$ cat config.mk
export PLATFORM = sky130hd
export DESIGN_NAME = sad_min_tracker
export DESIGN_NICKNAME = d
export VERILOG_FILES = /design/src/rtl/sad_min_tracker.sv
export SDC_FILE = /design/constraint.sdc
export NUM_CORES = 1
export LEC_CHECK = 0
export BUFFER_PORTS_ARGS = -buffer_cell sky130_fd_sc_hd__buf_2
export CORE_ASPECT_RATIO = 1.5
export CORE_MARGIN = 3
export CORE_UTILIZATION = 50
export DETAILED_ROUTE_END_ITERATION = 8
export PLACE_DENSITY_LB_ADDON = 0.1
export RECOVER_POWER = 100
export SETUP_SLACK_MARGIN = 0.2
export SLEW_MARGIN = 10
export SYNTH_ARGS = -nofsm -noshare
export SYNTH_HDL_FRONTEND = slang
export SYNTH_SLANG_ARGS = --single-unit
$ cat constraint.sdc
create_clock -name clk -period 6.44 [get_ports clk]
set_input_delay 0 -clock clk [delete_from_list [all_inputs] [get_ports clk]]
set_output_delay 0 -clock clk [all_outputs]
set_load 0.05 [all_outputs]
$ cat src/rtl/sad_min_tracker.sv
// sad_min_tracker: scans one search window of signed tree-adder sums, one per
// accepted sample in raster order, and reports the (x, y, cost) of the smallest
// magnitude through a result handshake once the whole window has been seen.
//
// Optional build macro SAD_MIN_SECOND_EN adds res_cost2, the second-lowest
// magnitude seen in the window (for match-confidence ratio checks).
//
// Handshakes: a sum is transferred on a rising edge where sum_valid and
// sum_ready are both high; a result is transferred on a rising edge where
// res_valid and res_ready are both high. Neither ready/valid depends
// combinationally on its partner: sum_ready and res_valid are decoded from the
// registered state only.
module sad_min_tracker #(
  parameter int SUM_W    = 17,
  parameter int SEARCH_X = 16,
  parameter int SEARCH_Y = 16,
  parameter int COORD_W  = 8
) (
  input  logic                      clk,
  input  logic                      rst_n,
  input  logic                      start,
  input  logic                      sum_valid,
  input  logic signed [SUM_W-1:0]   sum_in,
  output logic                      sum_ready,
  output logic                      busy,
  output logic                      res_valid,
  input  logic                      res_ready,
  output logic [COORD_W-1:0]        res_x,
  output logic [COORD_W-1:0]        res_y,
  output logic [SUM_W-1:0]          res_cost
`ifdef SAD_MIN_SECOND_EN
  ,
  output logic [SUM_W-1:0]          res_cost2
`endif
);

  localparam logic [1:0] ST_IDLE  = 2'd0;
  localparam logic [1:0] ST_ACCUM = 2'd1;
  localparam logic [1:0] ST_DONE  = 2'd2;

  localparam logic [COORD_W-1:0] X_LAST = COORD_W'(SEARCH_X - 1);
  localparam logic [COORD_W-1:0] Y_LAST = COORD_W'(SEARCH_Y - 1);

  logic [1:0]         state_q, state_d;
  logic [COORD_W-1:0] x_q, x_d;
  logic [COORD_W-1:0] y_q, y_d;
  logic [COORD_W-1:0] res_x_q, res_x_d;
  logic [COORD_W-1:0] res_y_q, res_y_d;
  logic [SUM_W-1:0]   best_q, best_d;
`ifdef SAD_MIN_SECOND_EN
  logic [SUM_W-1:0]   cost2_q, cost2_d;
`endif

  logic               accept;
  logic [SUM_W-1:0]   mag;

  // The most negative sum negates to 2^(SUM_W-1), which is representable as an
  // unsigned SUM_W-bit value, so a plain two's-complement negate never wraps.
  assign mag    = sum_in[SUM_W-1] ? ($unsigned(~sum_in) + SUM_W'(1)) : $unsigned(sum_in);
  assign accept = (state_q == ST_ACCUM) && sum_valid;

  assign sum_ready = (state_q == ST_ACCUM);
  assign res_valid = (state_q == ST_DONE);
  assign busy      = (state_q != ST_IDLE);
  assign res_x     = res_x_q;
  assign res_y     = res_y_q;
  assign res_cost  = best_q;
`ifdef SAD_MIN_SECOND_EN
  assign res_cost2 = cost2_q;
`endif

  // Next-state, raster counters and running-minimum update.
  always_comb begin
    state_d = state_q;
    x_d     = x_q;
    y_d     = y_q;
    res_x_d = res_x_q;
    res_y_d = res_y_q;
    best_d  = best_q;
`ifdef SAD_MIN_SECOND_EN
    cost2_d = cost2_q;
`endif
    case (state_q)
      ST_IDLE: begin
        if (start) begin
          state_d = ST_ACCUM;
          x_d     = '0;
          y_d     = '0;
          res_x_d = '0;
          res_y_d = '0;
          best_d  = '1;
`ifdef SAD_MIN_SECOND_EN
          cost2_d = '1;
`endif
        end
      end
      ST_ACCUM: begin
        if (accept) begin
          // Strict compare keeps the earliest raster offset on a tie.
          if (mag < best_q) begin
            best_d  = mag;
            res_x_d = x_q;
            res_y_d = y_q;
`ifdef SAD_MIN_SECOND_EN
            cost2_d = best_q;
`endif
          end
`ifdef SAD_MIN_SECOND_EN
          else if (mag < cost2_q) begin
            cost2_d = mag;
          end
`endif
          if (x_q == X_LAST) begin
            x_d = '0;
            if (y_q == Y_LAST) begin
              y_d     = '0;
              state_d = ST_DONE;
            end else begin
              y_d = y_q + 1'b1;
            end
          end else begin
            x_d = x_q + 1'b1;
          end
        end
      end
      ST_DONE: begin
        if (res_ready) begin
          state_d = ST_IDLE;
        end
      end
      default: begin
        state_d = ST_IDLE;
      end
    endcase
  end

  // State and result registers with synchronous active-low reset.
  always_ff @(posedge clk) begin
    if (!rst_n) begin
      state_q <= ST_IDLE;
      x_q     <= '0;
      y_q     <= '0;
      res_x_q <= '0;
      res_y_q <= '0;
      best_q  <= '1;
`ifdef SAD_MIN_SECOND_EN
      cost2_q <= '1;
`endif
    end else begin
      state_q <= state_d;
      x_q     <= x_d;
      y_q     <= y_d;
      res_x_q <= res_x_d;
      res_y_q <= res_y_d;
      best_q  <= best_d;
`ifdef SAD_MIN_SECOND_EN
      cost2_q <= cost2_d;
`endif
    end
  end

endmodule

==> impl_metrics.env <==
export IMPL_end_kind="register"
export IMPL_syn_cell_area_um2=2683
export IMPL_r2r_start="res_cost[8]"
export IMPL_cts_sinks=51
export IMPL_synthMuxAreaShare_pct=0.7463
export IMPL_cts_tree="done"
export IMPL_clk_latency_ps=300
export IMPL_pwr_share_comb_pct=22.6
export IMPL_r2r_cells=8
export IMPL_initial_utilization_pct=51.94
export IMPL_min_path_cells=3
export IMPL_power_density_nw_per_um2=217.1
export IMPL_drive_above_1_share_pct=8.919
export IMPL_postCtsSetupRepairBufs=0
export IMPL_synthAdderAreaFrac_pct=8.862
export IMPL_critical_path_depth=12
export IMPL_p_leak_nw=1.306
export IMPL_nets=410
export IMPL_cp_num_buf_inv=1
export IMPL_gr_total_overflow=0
export IMPL_fin_ws_ps=2016
export IMPL_hp_class="in2reg"
export IMPL_vias=2467
export IMPL_synth_top_family_by_area="simple AND/OR/NAND/NOR gates"
export IMPL_drt_pass1_iter_count=4
export IMPL_path_cells="clkbuf_1 -> or4_1 -> or4_1 -> o21ai_0 -> xnor2_1 -> ha_1 -> nand2_1 -> o21ai_0 -> a21oi_1 -> a211o_1 -> a21oi_1 -> a22oi_1"
export IMPL_worstSetupPathType="in2reg"
export IMPL_antenna_found_initial=0
export IMPL_place_gp_congestion=0.8463
export IMPL_crit_family="compound AO/OA/AOI/OAI gates"
export IMPL_fmax_ghz=0.2260
export IMPL_synth_simple_gate_area_share_pct=20.48
export IMPL_crit_start="sum_in[7]"
export IMPL_ys_types=41
export IMPL_rows=32
export IMPL_report_final_slew_viol_count=28
export IMPL_synth_compound_area_share_pct=18.84
export IMPL_area_growth_pct=14.18
export IMPL_final_area_um2=3063
export IMPL_cp_max_fo=27
export IMPL_final_common_cell="dfxtp_1"
export IMPL_grt_start_max_net_pins=28
export IMPL_route_detailed_drc=0
export IMPL_cts_htree_levels=2
export IMPL_power_frac_seq_pct=50.2
export IMPL_pwr_share_clk_pct=27.2
export IMPL_layout_min_cycle_time_ps=4424
export IMPL_grt_pass1_vias=2363
export IMPL_portBuffers=57
export IMPL_cts_buffers=5
export IMPL_postCtsResizedCells=0
export IMPL_timing_final_crit_share_pct=68.70
export IMPL_report_final_hold_viol_count=0
export IMPL_placed_area_um2=3018
export IMPL_clock_skew_ps=5.298
export IMPL_wl_mm=6.380
export IMPL_finalNonFillerCells=438
export IMPL_clockRootBuffer="clkbuf_8"
export IMPL_syn_avg_cell_area_um2=8.516
export IMPL_via_per_inst=5.632
export IMPL_die_h_um=95.71
export IMPL_async_reset_ff_share_pct=0
export IMPL_die_x_um=65.81
export IMPL_most_common_layout_cells="dfxtp_1, clkbuf_1, nor2_1"
export IMPL_ant_nets=0
export IMPL_ir_drop_mv=0.1879
export IMPL_drtIter0Drc=69
export IMPL_tightest_slew_ps=2053
export IMPL_ys_flop_type="dfxtp_1"
export IMPL_fillers=508
export IMPL_rsz0062_at_grt="no"
export IMPL_run_status="finished, violations left"
export IMPL_hold_start="sum_valid"
export IMPL_dp_slack_ps=2531
export IMPL_setup_viol=0
export IMPL_clkSlewWorstSetupHoldPaths_ps=90
export IMPL_dp_hpwl_mm=4.886
export IMPL_synth_seq_cells=51
export IMPL_violations="max-capacitance violations, max-slew violations"
export IMPL_switchingPower_uw=222.6
export IMPL_synth_warnings=0
export IMPL_synth_xor_area_share_pct=8.162
export IMPL_pin_count=58
export IMPL_critPathMaxStageDelay_ps=1560
export IMPL_n_antenna_cell=0
export IMPL_critPathSlowestCell="a21oi_1"
export IMPL_clock_path_buffers=2
export IMPL_arrival_ps=4540
export IMPL_critPathLaunchType="primary input"
export IMPL_core_um2=5165
export IMPL_maxCapViolations=1
export IMPL_slew_headroom_pct=-36.88
export IMPL_intPower_uw=442.5
export IMPL_p_sw_share_pct=33.47
export IMPL_synthesis_nets=356
export IMPL_place_inst=429
export IMPL_synth_edf_count=0
export IMPL_syn_inst=315
export IMPL_ys_seq_area_share_pct=38.06
export IMPL_wire_per_inst_um=14.57
export IMPL_dieArea_um2=6298
export IMPL_fin_tns_setup_ps=0
export IMPL_required_ps=6550
export IMPL_global_route_usage_total_pct=20.81
export IMPL_grt_pass1_wl_mm=10.37
flip-flops by register name, summed over array words and instances, names as in the netlist:
signal	count
res_cost	17
res_x	8
res_y	8
x_q	8
y_q	8
state_q	2
what timing repair did:
action | in CTS | in global routing
endpoints found under the setup margin | 0 | 0
hold endpoints to repair | 1 | 0
hold buffers | 1 | 0
synth_stat cells (all sizes together) (3+ instances only):
| master | count | area [µm²] |
|---|---|---|
| clkbuf | 9 | 33.78 |
| a22o | 16 | 140.1 |
| or2 | 3 | 18.77 |
| nand3 | 7 | 35.03 |
| nand2b | 3 | 18.77 |
| o31ai | 4 | 43.79 |
| dfxtp | 51 | 1021 |
| nand2 | 23 | 86.33 |
| and3 | 4 | 25.02 |
| a31oi | 6 | 37.54 |
| a21oi | 24 | 120.1 |
| xor2 | 9 | 78.83 |
| or4 | 3 | 26.27 |
| inv | 22 | 82.58 |
| nor2 | 30 | 112.6 |
| ha | 19 | 237.7 |
| xnor2 | 16 | 140.1 |
| nor4 | 16 | 100.1 |
| nor3 | 4 | 20.02 |
| nand4 | 8 | 50.05 |
| o41ai | 3 | 26.28 |
| o21ai | 13 | 65.06 |
worst register-to-register path: cells and delay by family (launching register included):
family | cells | cell delay, ps
flops | 1 | 330
buf+inv | 1 | 60
fa+ha+maj | 1 | 320
simple gates | 1 | 140
compound gates | 5 | 2410
final timing paths:
check                endpoint  slack [ps]
setup / recovery  res_cost[0]        2020
hold / removal         x_q[1]          40
setup reg to reg  res_cost[0]        2980
hold reg to reg   res_cost[7]         480
through the flow:
| stage | hold slack, ps | power (mW) | util, % |
|---|---|---|---|
| floorplan | 173.8 | 0.4521 | - |
| global placement | 300.1 | 0.4924 | 58.43 |
| detailed placement | 310.5 | 0.4932 | 58.43 |
| CTS | 22.77 | 0.6760 | 60.34 |
| global route | 44.28 | 0.7025 | 59.30 |
| finish | 38.34 | 0.6650 | 59.30 |
power by group through the flow:
stage / Combinational (mW) / Sequential, mW / Clock [mW]
final: 0.150 / 0.334 / 0.181
after floorplan: 0.0920 / 0.360 / 0
after detailed placement: 0.152 / 0.341 / 0
after CTS: 0.154 / 0.334 / 0.188
after global routing: 0.167 / 0.336 / 0.200
after global placement: 0.152 / 0.341 / 0
per-layer routing:
metal  vias up  track usage, %  wire length [µm]
met5         -               0                 0
met4         0           6.747               122
met3        13           2.687               230
met2        60           39.08              3325
met1      1146           23.83              2701
li1       1248               -                 -
layout make-up:
type	instances	area, µm²	area share [%]
repair buffers	58	249.0	8.129
well taps	68	85.08	2.778
inverters	23	86.33	2.819
clock buffers	5	68.82	2.247
clock inverters	3	20.02	0.6536
flip-flops and latches	51	1021	33.33
multi-input cells	230	1533	50.04
kinds of logic after synthesis:
group	count (synthesis)
simple gates	109
xor+xnor	25
fa+ha+maj	19
buf+inv	34
mux	2
flops	51
compound gates	75
Power figures use the tool's default switching activity.
